<file path="config.mk">
export PLATFORM = sky130hd
export DESIGN_NAME = sva_stim_gen
export DESIGN_NICKNAME = d
export VERILOG_FILES = /design/src/rtl/sva_pkg.sv /design/src/rtl/sva_clk_div.sv /design/src/rtl/sva_stim_gen.sv
export SDC_FILE = /design/constraint.sdc
export NUM_CORES = 1
export LEC_CHECK = 0
export ABC_AREA = 1
export BUFFER_PORTS_ARGS = -buffer_cell sky130_fd_sc_hd__buf_2
export CORE_AREA = 2 2 134 136
export DETAILED_ROUTE_END_ITERATION = 8
export DIE_AREA = 0 0 136 138
export SYNTH_ARGS = -nofsm -noshare
export SYNTH_HDL_FRONTEND = slang
export SYNTH_SLANG_ARGS = --single-unit
</file>
<file path="constraint.sdc">
create_clock -name sys_clk -period 2.2 [get_ports sys_clk]
set_input_delay 0.33 -clock sys_clk [delete_from_list [all_inputs] [get_ports sys_clk]]
set_output_delay 0.33 -clock sys_clk [all_outputs]
set_load 0.005 [all_outputs]
</file>
<file path="src/rtl/sva_pkg.sv">
// Shared types and constants for the SVA checker stimulus generator.
package sva_pkg;

  typedef enum logic [1:0] {
    IDLE,
    RST,
    RUN,
    DRAIN
  } stim_state_t;

  // Fibonacci taps for x^16+x^14+x^13+x^11+1, output taken from bit 0
  localparam logic [15:0] LFSR_TAPS         = 16'h002D;
  localparam logic [15:0] LFSR_DEFAULT_SEED = 16'hACE1;

  // An all-zero seed would lock the LFSR, so substitute the default
  function automatic logic [15:0] lfsr_seed(input logic [15:0] raw);
    return (raw == '0) ? LFSR_DEFAULT_SEED : raw;
  endfunction

  function automatic logic [15:0] lfsr_step(input logic [15:0] s);
    return {^(s & LFSR_TAPS), s[15:1]};
  endfunction

endpackage

</file>
<file path="src/rtl/sva_clk_div.sv">
// User-clock divider: gclk toggles every DIV_HALF enabled sys_clk cycles.
// rise/fall are combinational strobes marking the edge at which gclk changes.
module sva_clk_div #(
  parameter int unsigned DIV_HALF = 2
) (
  input  logic clk,
  input  logic rst,
  input  logic en,
  output logic gclk,
  output logic rise,
  output logic fall
);

  localparam int unsigned CW = (DIV_HALF > 1) ? $clog2(DIV_HALF) : 1;

  logic [CW-1:0] cnt_q, cnt_d;
  logic          gclk_q, gclk_d;
  logic          wrap;

  // Half-period counting; disabled divider sits at count 0 with gclk low
  always_comb begin
    wrap   = (cnt_q == CW'(DIV_HALF - 1));
    cnt_d  = cnt_q;
    gclk_d = gclk_q;
    if (!en) begin
      cnt_d  = '0;
      gclk_d = 1'b0;
    end else if (wrap) begin
      cnt_d  = '0;
      gclk_d = ~gclk_q;
    end else begin
      cnt_d  = cnt_q + 1'b1;
    end
    rise = en && wrap && !gclk_q;
    fall = en && wrap && gclk_q;
  end

  // Divider state registers
  always_ff @(posedge clk) begin
    if (rst) begin
      cnt_q  <= '0;
      gclk_q <= 1'b0;
    end else begin
      cnt_q  <= cnt_d;
      gclk_q <= gclk_d;
    end
  end

  assign gclk = gclk_q;

endmodule

</file>
<file path="src/rtl/sva_stim_gen.sv">
// Stimulus driver for SVA checker FSMs: generates gclk/grst, serialises a
// pattern onto b on gclk falls, and counts succ/fail/lazy_succ rising edges.
// Optional LFSR bit source is compiled in with `define SVA_STIM_LFSR_EN.
module sva_stim_gen
  import sva_pkg::*;
#(
  parameter int unsigned DIV_HALF     = 2,
  parameter int unsigned PAT_WIDTH    = 32,
  parameter int unsigned RST_CYCLES   = 2,
  parameter int unsigned DRAIN_CYCLES = 4,
  parameter int unsigned CNT_WIDTH    = 16
) (
  input  logic                           sys_clk,
  input  logic                           sys_rst,
  input  logic                           start,
  input  logic                           pat_load,
  input  logic [PAT_WIDTH-1:0]           pat_data,
  input  logic [$clog2(PAT_WIDTH+1)-1:0] pat_len,
  input  logic                           loop_en,
  input  logic                           lfsr_mode,
  input  logic                           succ,
  input  logic                           fail,
  input  logic                           lazy_succ,
  output logic                           gclk,
  output logic                           grst,
  output logic                           b,
  output logic                           busy,
  output logic                           done,
  output logic [CNT_WIDTH-1:0]           succ_cnt,
  output logic [CNT_WIDTH-1:0]           fail_cnt,
  output logic [CNT_WIDTH-1:0]           lazy_cnt
);

  localparam int unsigned LEN_W   = $clog2(PAT_WIDTH + 1);
  localparam int unsigned PER_MAX = (RST_CYCLES > DRAIN_CYCLES) ? RST_CYCLES : DRAIN_CYCLES;
  localparam int unsigned PER_W   = $clog2(PER_MAX + 1);

  stim_state_t          state_q, state_d;
  logic                 grst_q, grst_d;
  logic                 b_q, b_d;
  logic                 busy_q, busy_d;
  logic                 done_q, done_d;
  logic [PER_W-1:0]     per_q, per_d;
  logic [LEN_W-1:0]     idx_q, idx_d;
  logic [PAT_WIDTH-1:0] pat_q, pat_d;
  logic [LEN_W-1:0]     len_q, len_d;
  logic [PAT_WIDTH-1:0] sh_q, sh_d;

  logic                 start_go, load_go;
  logic [PAT_WIDTH-1:0] pat_next;
  logic [LEN_W-1:0]     len_next;
  logic                 src_load, src_adv, src_restart;
  logic                 src_bit, restart_bit;
  logic                 gclk_en, gclk_fall, unused_gclk_rise;

  assign gclk_en = (state_q != IDLE);

  sva_clk_div #(
    .DIV_HALF (DIV_HALF)
  ) u_clk_div (
    .clk  (sys_clk),
    .rst  (sys_rst),
    .en   (gclk_en),
    .gclk (gclk),
    .rise (unused_gclk_rise),
    .fall (gclk_fall)
  );

  // Run sequencing; b and grst only move on the cycle gclk falls.
  // idx counts bits already presented, so idx==len marks the end of the last bit's period.
  always_comb begin
    start_go    = start && (state_q == IDLE);
    load_go     = pat_load && (state_q == IDLE);
    pat_next    = load_go ? pat_data : pat_q;
    len_next    = load_go ? ((pat_len > LEN_W'(PAT_WIDTH)) ? LEN_W'(PAT_WIDTH) : pat_len) : len_q;
    state_d     = state_q;
    grst_d      = grst_q;
    b_d         = b_q;
    busy_d      = busy_q;
    done_d      = 1'b0;
    per_d       = per_q;
    idx_d       = idx_q;
    pat_d       = pat_next;
    len_d       = len_next;
    src_load    = 1'b0;
    src_adv     = 1'b0;
    src_restart = 1'b0;
    unique case (state_q)
      IDLE: begin
        grst_d = 1'b1;
        b_d    = 1'b0;
        busy_d = 1'b0;
        if (start_go) begin
          state_d  = RST;
          busy_d   = 1'b1;
          per_d    = '0;
          idx_d    = '0;
          src_load = 1'b1;
        end
      end
      RST: begin
        if (gclk_fall) begin
          if (per_q == PER_W'(RST_CYCLES - 1)) begin
            grst_d = 1'b0;
            per_d  = '0;
            if (len_q == '0) begin
              state_d = DRAIN;
              b_d     = 1'b0;
            end else begin
              state_d = RUN;
              b_d     = src_bit;
              src_adv = 1'b1;
              idx_d   = LEN_W'(1);
            end
          end else begin
            per_d = per_q + 1'b1;
          end
        end
      end
      RUN: begin
        if (gclk_fall) begin
          if (idx_q == len_q) begin
            if (loop_en) begin
              b_d         = restart_bit;
              src_restart = 1'b1;
              idx_d       = LEN_W'(1);
            end else begin
              state_d = DRAIN;
              b_d     = 1'b0;
              per_d   = '0;
            end
          end else begin
            b_d     = src_bit;
            src_adv = 1'b1;
            idx_d   = idx_q + 1'b1;
          end
        end
      end
      DRAIN: begin
        if (gclk_fall) begin
          if (per_q == PER_W'(DRAIN_CYCLES - 1)) begin
            state_d = IDLE;
            grst_d  = 1'b1;
            busy_d  = 1'b0;
            done_d  = 1'b1;
            per_d   = '0;
          end else begin
            per_d = per_q + 1'b1;
          end
        end
      end
      default: state_d = IDLE;
    endcase
  end

  // FSM and registered outputs
  always_ff @(posedge sys_clk) begin
    if (sys_rst) begin
      state_q <= IDLE;
      grst_q  <= 1'b1;
      b_q     <= 1'b0;
      busy_q  <= 1'b0;
      done_q  <= 1'b0;
      per_q   <= '0;
      idx_q   <= '0;
      pat_q   <= '0;
      len_q   <= '0;
    end else begin
      state_q <= state_d;
      grst_q  <= grst_d;
      b_q     <= b_d;
      busy_q  <= busy_d;
      done_q  <= done_d;
      per_q   <= per_d;
      idx_q   <= idx_d;
      pat_q   <= pat_d;
      len_q   <= len_d;
    end
  end

  // Pattern shifter: bit 0 is always the next bit to present
  always_comb begin
    sh_d = sh_q;
    if (src_load)         sh_d = pat_next;
    else if (src_restart) sh_d = pat_q >> 1;
    else if (src_adv)     sh_d = sh_q >> 1;
  end

  // Pattern shifter register
  always_ff @(posedge sys_clk) begin
    if (sys_rst) sh_q <= '0;
    else         sh_q <= sh_d;
  end

`ifdef SVA_STIM_LFSR_EN
  logic        lfsr_sel_q, lfsr_sel_d;
  logic [15:0] lfsr_q, lfsr_d;
  logic [15:0] restart_seed;

  // LFSR source: mode latched at start, stepped once per presented bit
  always_comb begin
    restart_seed = lfsr_seed(16'(pat_q));
    lfsr_sel_d   = lfsr_sel_q;
    lfsr_d       = lfsr_q;
    if (src_load) begin
      lfsr_sel_d = lfsr_mode;
      lfsr_d     = lfsr_seed(16'(pat_next));
    end else if (src_restart) begin
      lfsr_d = lfsr_step(restart_seed);
    end else if (src_adv) begin
      lfsr_d = lfsr_step(lfsr_q);
    end
    src_bit     = lfsr_sel_q ? lfsr_q[0] : sh_q[0];
    restart_bit = lfsr_sel_q ? restart_seed[0] : pat_q[0];
  end

  // LFSR registers
  always_ff @(posedge sys_clk) begin
    if (sys_rst) begin
      lfsr_sel_q <= 1'b0;
      lfsr_q     <= '0;
    end else begin
      lfsr_sel_q <= lfsr_sel_d;
      lfsr_q     <= lfsr_d;
    end
  end
`else
  logic unused_lfsr_mode;
  assign unused_lfsr_mode = lfsr_mode;

  // Pattern register is the only bit source
  always_comb begin
    src_bit     = sh_q[0];
    restart_bit = pat_q[0];
  end
`endif

  logic [2:0]           resp_in, resp_prev_q;
  logic [CNT_WIDTH-1:0] cnt_q [3];
  logic [CNT_WIDTH-1:0] cnt_d [3];

  // Saturating rising-edge counters for succ/fail/lazy_succ; start clears them
  always_comb begin
    resp_in = {lazy_succ, fail, succ};
    for (int unsigned i = 0; i < 3; i++) begin
      cnt_d[i] = cnt_q[i];
      if (start_go)
        cnt_d[i] = '0;
      else if (resp_in[i] && !resp_prev_q[i] && (cnt_q[i] != '1))
        cnt_d[i] = cnt_q[i] + 1'b1;
    end
  end

  // Counter and edge-detect registers
  always_ff @(posedge sys_clk) begin
    if (sys_rst) begin
      resp_prev_q <= '0;
      for (int unsigned i = 0; i < 3; i++) cnt_q[i] <= '0;
    end else begin
      resp_prev_q <= resp_in;
      for (int unsigned i = 0; i < 3; i++) cnt_q[i] <= cnt_d[i];
    end
  end

  assign grst     = grst_q;
  assign b        = b_q;
  assign busy     = busy_q;
  assign done     = done_q;
  assign succ_cnt = cnt_q[0];
  assign fail_cnt = cnt_q[1];
  assign lazy_cnt = cnt_q[2];

endmodule

</file>
[After elaboration in Yosys (flattened, before gate mapping)]
Memory sizes are Yosys's and may differ from the RTL's.
Index checks and enable logic that the tools add are counted.
Word-level totals
  register bits after elaboration: 90
  memories: 1
  output and inout port bits: 53
  memory bits (writable): 48
  word-level logic and storage cells: 148
  input bits: 47
Memories
  cnt_q: depth 3, width 16, read ports 3, clocked after Yosys merged registers in 0, wr ports 3, RTL line sva_stim_gen.sv:239  | logic [CNT_WIDTH-1:0] cnt_q [3];
Operators by class
  add/sub/neg operators: 6
  equal/unequal tests: 19
  order comparisons: 1
  multiplexer cells: 72
  bitwise operators: 7
  reductions and logical operators: 29
Operators by type and width (count)
  two-way mux 16 bit: 9
  two-way mux 32 bit: 4
  adder 16 x 1 -> 16 bit, second input constant: 3
  two-way mux 6 bit: 8
  != test 16 bit, second input constant: 3
  two-way mux 1 bit: 28
  two-way mux 3 bit: 8
  != test 2 bit, second input constant: 9
  one-hot mux 6 bit (3 select lines): 1
  two-way mux 2 bit: 8
  one-hot mux 3 bit (4 select lines): 1
  logical AND 1 bit: 10
  nonzero test 3 bit: 3
  one-hot mux 2 bit (4 select lines): 1
  AND reduction 8 bit: 1
  AND reduction 7 bit: 1
  adder 6 x 1 -> 6 bit, second input constant: 1
  == test 6 bit: 1
  > comparator 6 bit, second input constant: 1
  zero test 6 bit: 1
  one-hot mux 1 bit (3 select lines): 2
  AND reduction 6 bit: 1
  OR reduction 3 bit: 2
  AND reduction 5 bit: 1
  16 further kinds: 26

[Depth between registers and ports, before layout]
Gate-level depths: netlist of the first run.
  word-level depth: 8
  gate-level depth with buffers: 13
  mapped depth without buffers: 12

[Cells and area by module]
A second synthesis of the first run with hierarchy kept.
Unflattened totals
  cells, all modules: 1184
  area total of the unflattened synthesis: 7444.6 sq um
Modules (own cells, without submodules)
  sva_stim_gen: instances 1, area each 7364.6 sq um, seq. area each 2722.6 sq um, cells an instance 1172
  sva_clk_div: instances 1, area each 80.1 sq um, seq. area each 40.0 sq um, cells an instance 12

[Worst setup path after synthesis of the first run]
OpenSTA, ideal clock, no wires.
  path kind: register to register
  from: register state_q[0]
  to: register sh_q[26]
  period minus slack after synthesis: 1838 ps
  required time: 2089 ps
  slack: 362 ps
  setup time: 111 ps
  arrival: 1727 ps
  path buffers: 1
  cell stages (with the launch flop): 14
  path through: dfxtp_1 inv_1 ha_1 inv_2 nand3_2 nor2_2 inv_2 nor2_4 nor2_4 nand2_4 buf_6 nand2_1 nor2_2 nor2_1
Between the ends
  word-level cells in the longest chain between the ends: 7
  elaborated cells between the ends (all ways): 19
  those cells by class: eq/ne: 2; mux: 10; reduce/logical: 7
RTL lines
  from (decl): RTL line sva_stim_gen.sv:38  | stim_state_t state_q, state_d;
  from (signal assigned): RTL line sva_stim_gen.sv:169  | state_q <= state_d;
  nonzero test 2 bit: RTL line sva_stim_gen.sv:56  | assign gclk_en = (state_q != IDLE);
  logical AND 1 bit
  logical AND 1 bit: RTL line sva_clk_div.sv:35  | fall = en && wrap && gclk_q;
  two-way mux 1 bit: RTL line sva_stim_gen.sv:121  | if (gclk_fall) begin
  two-way mux 1 bit: RTL line sva_stim_gen.sv:88  | unique case (state_q)
  two-way mux 32 bit: RTL line sva_stim_gen.sv:185  | else if (src_restart) sh_d = pat_q >> 1;
  two-way mux 32 bit: RTL line sva_stim_gen.sv:184  | if (src_load) sh_d = pat_next;
  to (signal assigned): RTL line sva_stim_gen.sv:191  | if (sys_rst) sh_q <= '0;
  to (signal assigned): RTL line sva_stim_gen.sv:192  | else sh_q <= sh_d;
  to (decl): RTL line sva_stim_gen.sv:47  | logic [PAT_WIDTH-1:0] sh_q, sh_d;
Parallel ways exist; a longest one is shown, timed or not.
A chain may end at the register's enable or synchronous reset.

[Final worst setup path of the first run]
  from: register state_q[1]
  to: register idx_q[1]
Between the ends
  word-level cells in the longest chain between the ends: 5
  elaborated cells between the ends (all ways): 16
  those cells by class: eq/ne: 8; mux: 1; reduce/logical: 7
RTL lines
  nonzero test 2 bit: RTL line sva_stim_gen.sv:56
  logical AND 1 bit
  logical AND 1 bit: RTL line sva_clk_div.sv:35
  != test 2 bit (no source line)
  AND reduction 7 bit (no source line)
  to (signal assigned): RTL line sva_stim_gen.sv:175  | idx_q <= idx_d;
  to (decl): RTL line sva_stim_gen.sv:44  | logic [LEN_W-1:0] idx_q, idx_d;
Parallel ways exist; a longest one is shown, timed or not.

==> results.tsv, run 1 <==
metric	value	unit
total_power	9330	µW
insertion_delay	0.42	ns
yosys_warnings	0	
rrSetupSlack	0.18	ns
synthArstFlopShare	0	%
crit_path_start_kind	flop	
drive_gt1_share	16.7	%
drv_slew	0	
skew	0.00865	ns
final_nets	1329	
hp-start	lazy_succ	
cp_cell_sequence	inv_1 > ha_1 > inv_2 > nand3_2 > o21ai_0 > nand2_1 > nor2_4 > nand2_2 > o21ai_2 > nor2_1	
grt_use_met2	33.5	%
critPathRequiredTime	2.51	ns
r2r-start	state_q[1]$_SDFFE_PP0P_	
fp.dieW	136	µm
drc	0	
hold_buffers	0	
reg2reg_to	idx_q[1]$_SDFFE_PP0P_	
finalSetupTns	0	ns
setup_viol	0	
cp-end-kind	flop	
final-hold-violation-count	0	
cts_setup_buffers	0	
timing.final.crit_share	92.0	%
rsz0062_at_grt	no	
cts_root_buffer	clkbuf_16	
antenna_found_initial	1	
dr.pass1.iters	5	
die-area	18800	µm²
path_max_fanout	8	
synth_cell_types	40	
cts_buffers	17	
avgSynthCellArea	6.49	µm²
ys_ff_latch	138	
netlist_area	7620	µm²
grt_first_pass_wirelength	32000	µm
worstMarginPinSlew	0.510	ns
min_to	resp_prev_q[2]$_SDFF_PP0_	
maxSlewHeadroom	66.0	%
nFillCells	1856	
yosysSeqAreaShare	36.2	%
cts_buffer_depth	2	
n_antenna_cell	0	
syn2layout_area_growth	17.7	%
path_clk_slew	0.06	ns
rr_worst_depth	10	
multiInputGateArea	4080	µm²
holdPathStages	3	
viasPerCell	4.94	
wl	19200	µm
start_util	43.5	%
initialDrtViolationCount	403	
gp_congestion	0.858	
power.leakage	0.00415	µW
dp_hpwl	12700	µm
grt_pass1_vias	6859	
cts_tree	yes	
syn_inst	1175	
overflow	0	
grt_max_degree	58	
cap_violations	0	
port_buffers	98	
power.density	1040	nW/µm²
layout_commonest_cell	nand2_1	
syn_nets	1234	
drt.antenna.violating_nets	0	
ios	100	
num_vias	7464	
ys.flop_type	dfxtp_1	
grt_usage	20.7	%
use_met1	28.3	%
post_drt_wl_per_cell	12.7	µm
yosys.area.top_type	dfxtp_1	
core.rowCount	49	
grt_util_met3	4.07	%
ff_latch_area	2760	µm²
cp.arrival	2.33	ns
final.min_clock_period	2.02	ns
min_path_type	input pin to flop	
clock_sinks	138	
timing.fmax	0.494	GHz
synth.area.top_cells	dfxtp_1 (36%), nand2_1 (15%), nor2_1 (8.5%)	
cpPeakStageDelay	0.37	ns
busiest_layer	met2	
synth_edf_count	0	
synth_top_cell_area_share	36.2	%
status	finished clean	
h-tree-depth	4	
coreArea	17500	µm²
die_h	138	µm
crit_slowest_cell	dfxtp_1	
mostFrequentLayoutCells	nand2_1 (312), nor2_1 (173), dfxtp_1 (138)	
critPathKind	flop to flop	
ir_drop	0.722	mV
## Yosys cell counts, types with 19 or more instances
| cell type | number |
|---|---|
| nor2_1 | 173 |
| nand2_1 | 313 |
| inv_1 | 128 |
| dfxtp_1 | 138 |
| a21oi_1 | 63 |
| buf_2 | 19 |
| nand4_1 | 42 |
| or2_2 | 27 |
| nor3_1 | 21 |
| o21ai_0 | 49 |
| clkbuf_1 | 20 |
| nand3_1 | 74 |
## final cells by class
| class | instances | share of cell area, % |
|---|---|---|
| clock inverter | 13 | 1.67 |
| sequential | 138 | 30.8 |
| timing repair buffer | 127 | 8.21 |
| multi-input combinational | 846 | 45.4 |
| clock buffer | 19 | 4.83 |
| tap | 229 | 3.19 |
| inverter | 140 | 5.86 |
## sequential cells by signal, indices dropped and copies added (netlist names)
register         count
grst                 1
state_q              2
idx_q                6
done                 1
u_clk_div.gclk       1
len_q                6
pat_q               32
u_clk_div.cnt_q      1
sh_q                32
resp_prev_q          3
cnt_q               48
busy                 1
per_q                3
b                    1
## metal layers
| layer | vias up | routed length, µm |
|---|---|---|
| met5 | - | 13 |
| met4 | 2 | 185 |
| met3 | 16 | 700 |
| met2 | 129 | 9010 |
| met1 | 3404 | 9320 |
| li1 | 3913 | - |
## worst max-delay path: cells and delay by family, from the launching register on
kind,cells,cell delay [ns]
buffers and inverters,2,0.17
and+or+nand+nor,5,0.75
adders and majority gates,1,0.23
AOI/OAI and AO/OA,2,0.41
DFF,1,0.37
## worst max-delay path by stage
stage,startpoint,end,cells past startpoint
after floorplan,state_q[0]$_SDFFE_PP0P_,sh_q[26]$_SDFFE_PP0P_,13
after global placement,state_q[1]$_SDFFE_PP0P_,sh_q[26]$_SDFFE_PP0P_,12
after detailed placement,state_q[1]$_SDFFE_PP0P_,sh_q[17]$_SDFFE_PP0P_,12
after CTS,state_q[1]$_SDFFE_PP0P_,sh_q[0]$_SDFFE_PP0P_,12
after global routing,state_q[1]$_SDFFE_PP0P_,sh_q[10]$_SDFFE_PP0P_,12
final,state_q[1]$_SDFFE_PP0P_,idx_q[1]$_SDFFE_PP0P_,10
## cell families after synthesis
logic type | share of synthesized area (%)
AOI/OAI and AO/OA | 8.40
xor gates and xnor gates | 2.64
adders and majority gates | 1.97
buffers and inverters | 10.5
DFF | 36.2
muxes | 1.05
and+or+nand+nor | 39.2
## through the flow
stage          hold slack [ns]  cells  utilization [%]  area [µm²]  worst slack, ns
2_1_floorplan            0.446   1175                -        7620            0.362
3_3_place_gp             0.460   1480             47.7        8370            0.163
3_5_place_dp             0.461   1480             47.7        8370            0.128
4_1_cts                  0.137   1512             51.1        8950           0.0941
5_1_grt                  0.156   1512             51.2        8970          0.00721
6_report                 0.146   1512             51.2        8970            0.176
## where the power goes
group / total [µW] / internal, µW / switching [µW]
clock network: 2880 / 1770 / 1110
logic: 3330 / 1170 / 2160
registers: 3120 / 2930 / 183
## what timing repair did
item	in CTS	in global routing
setup endpoints to repair	0	26
hold endpoints to repair	0	0
gates resized for setup	0	3
No activity file was read; power rests on OpenSTA's default activity.
==> inputs of run 2 (changes only) <==
Settings changed: CORE_AREA 2 2 134 136 to 2 2 149 151, DIE_AREA 0 0 136 138 to 0 0 151 153, SKIP_LAST_GASP set to 1.
==> results.tsv, run 2 (synthesized netlist as in run 1, its figures left out) <==
metric	value	unit	change
skew	0.00873	ns	+0.0000821 ns
cts_buffers	17		unchanged
ir_drop	0.575	mV	-20%
grt_usage	17.0	%	-3.8 points
gp_congestion	0.880		+2.6%
hold_slack	0.135	ns	-0.0117 ns
die-area	23100	µm²	+23%
reg2reg_to	sh_q[17]$_SDFFE_PP0P_		
coreArea	21500	µm²	+23%
cp-end-kind	flop		
drv_slew	0		unchanged
cts_buffer_depth	2		unchanged
hold_buffers	0		unchanged
viasPerCell	4.76		-3.6%
final-hold-violation-count	0		unchanged
holdPathStages	3		unchanged
power.density	1030	nW/µm²	-1.3%
num_vias	7431		-0.44%
cp.arrival	2.38	ns	+0.05 ns
finalSetupTns	0	ns	unchanged
antenna_found_initial	2		+1
largest-register	cnt_q		
grt_max_degree	62		+6.9%
critPathRequiredTime	2.55	ns	+0.04 ns
overflow	0		unchanged
r2r-start	state_q[1]$_SDFFE_PP0P_		
dp_hpwl	13300	µm	+4.1%
timing.fmax	0.493	GHz	-0.32%
post_drt_wl_per_cell	12.5	µm	-1.8%
fp.dieW	151	µm	+11%
post_layout_nonfiller_instances	1561		+3.2%
power.leakage	0.00412	µW	-0.83%
hp-start	fail		
core.rowCount	54		+10%
ios	100		unchanged
worstMarginPinSlew	0.535	ns	+0.0252 ns
min_to	resp_prev_q[1]$_SDFF_PP0_		
syn2layout_area_growth	18.2	%	
min_path_type	input pin to flop		
wl	19500	µm	+1.4%
rsz0062_at_grt	no		
crit_path_start_kind	flop		
layout_commonest_cell	nand2_1		
cts_root_buffer	clkbuf_16		
rr_worst_depth	13		+3
cts_setup_buffers	0		unchanged
final_nets	1327		-0.15%
start_util	35.5	%	-8.0 points
rrSetupSlack	0.17	ns	about the same
setup_viol	0		unchanged
grt_pass1_vias	6717		-2.1%
final.min_clock_period	2.03	ns	+0.00657 ns
h-tree-depth	4		unchanged
grt_first_pass_wirelength	31900	µm	-0.32%
reg_top3	cnt_q (48), pat_q (32), sh_q (32)		
cts_resized	0		unchanged
mostFrequentLayoutCells	nand2_1 (312), nor2_1 (173), dfxtp_1 (138)		
drive_gt1_share	16.4	%	-0.26 points
dp_cells	1529		+3.3%
nFillCells	2310		+24%
clock_sinks	138		unchanged
timing.final.crit_share	92.3	%	+0.30 points
drc	0		unchanged
path_max_fanout	31		+23
port_buffers	98		unchanged
largest_reg_flops	48		unchanged
initialDrtViolationCount	327		-19%
utilization	41.9	%	-9.2 points
status	finished clean		
drt.antenna.violating_nets	0		unchanged
dr.pass1.iters	5		unchanged
critPathKind	flop to flop		
maxSlewHeadroom	64.3	%	-1.7 points
path_clk_slew	0.06	ns	about the same
cts_tree	yes		
die_h	153	µm	+11%
insertion_delay	0.42	ns	about the same
cap_violations	0		unchanged
## run 2: changes by cell type in the layout (fill, tap and decap cells not counted), sizes merged
cell      previous run  this run
diode                0         2
clkbuf              19        23
clkinv               8         3
bufinv               3         2
inv                141       139
buf                127       125
clkinvlp             1         3
## run 2: power by group
group | internal (µW) | total [µW] | switching, µW | leakage (µW)
Sequential | 2930 | 3120 | 184 | 0.00113
Combinational | 1170 | 3320 | 2160 | 0.00272
Clock | 1740 | 2810 | 1070 | 0.000271
## run 2: per-layer routing
metal | global-route usage, % | vias up | share of wire, %
met2 | 26.8 | 146 | 45
met5 | 0 | - | 0
met4 | 6.32 | 0 | 1.9
li1 | - | 3902 | -
met1 | 22.7 | 3357 | 49
met3 | 3.52 | 26 | 3.8
## run 2: through the flow
| step | area, µm² | total power, µW | setup slack, ns |
|---|---|---|---|
| floorplan | 7620 | 5710 | 0.362 |
| global placement | 8410 | 6430 | 0.131 |
| detailed placement | 8410 | 6460 | 0.143 |
| CTS | 8980 | 9320 | 0.124 |
| global route | 9010 | 9990 | 0.00710 |
| finish | 9010 | 9250 | 0.170 |
## run 2: area by class of cell
type	count	area [µm²]	share of cell area, %
repair buffers	125	709	7.87
inverters	140	526	5.83
clock buffers	23	478	5.30
clock inverters	7	92.6	1.03
flip-flops and latches	138	2760	30.7
well taps	280	350	3.89
diodes	2	5.00	0.0555
multi-input cells	846	4090	45.4
## run 2: worst max path at each step
stage,startpoint,cells after the start,to
after global routing,state_q[1]$_SDFFE_PP0P_,13,sh_q[0]$_SDFFE_PP0P_
final,state_q[1]$_SDFFE_PP0P_,13,sh_q[17]$_SDFFE_PP0P_
after detailed placement,state_q[1]$_SDFFE_PP0P_,12,sh_q[18]$_SDFFE_PP0P_
after floorplan,state_q[0]$_SDFFE_PP0P_,13,sh_q[26]$_SDFFE_PP0P_
after CTS,state_q[1]$_SDFFE_PP0P_,12,sh_q[30]$_SDFFE_PP0P_
after global placement,state_q[1]$_SDFFE_PP0P_,12,sh_q[15]$_SDFFE_PP0P_
## run 2: worst max-delay path, stage by stage, from the launching register on
cell and delay, ns:
dfxtp_1 0.37, inv_1 0.09, ha_1 0.22, inv_2 0.14, nand3_4 0.14, nor2_4 0.13
buf_4 0.14, nand3_2 0.06, buf_4 0.26, nand2_1 0.10, nand2_1 0.06, nor2_1 0.12
nor2_1 0.06, nor2_1 0.07
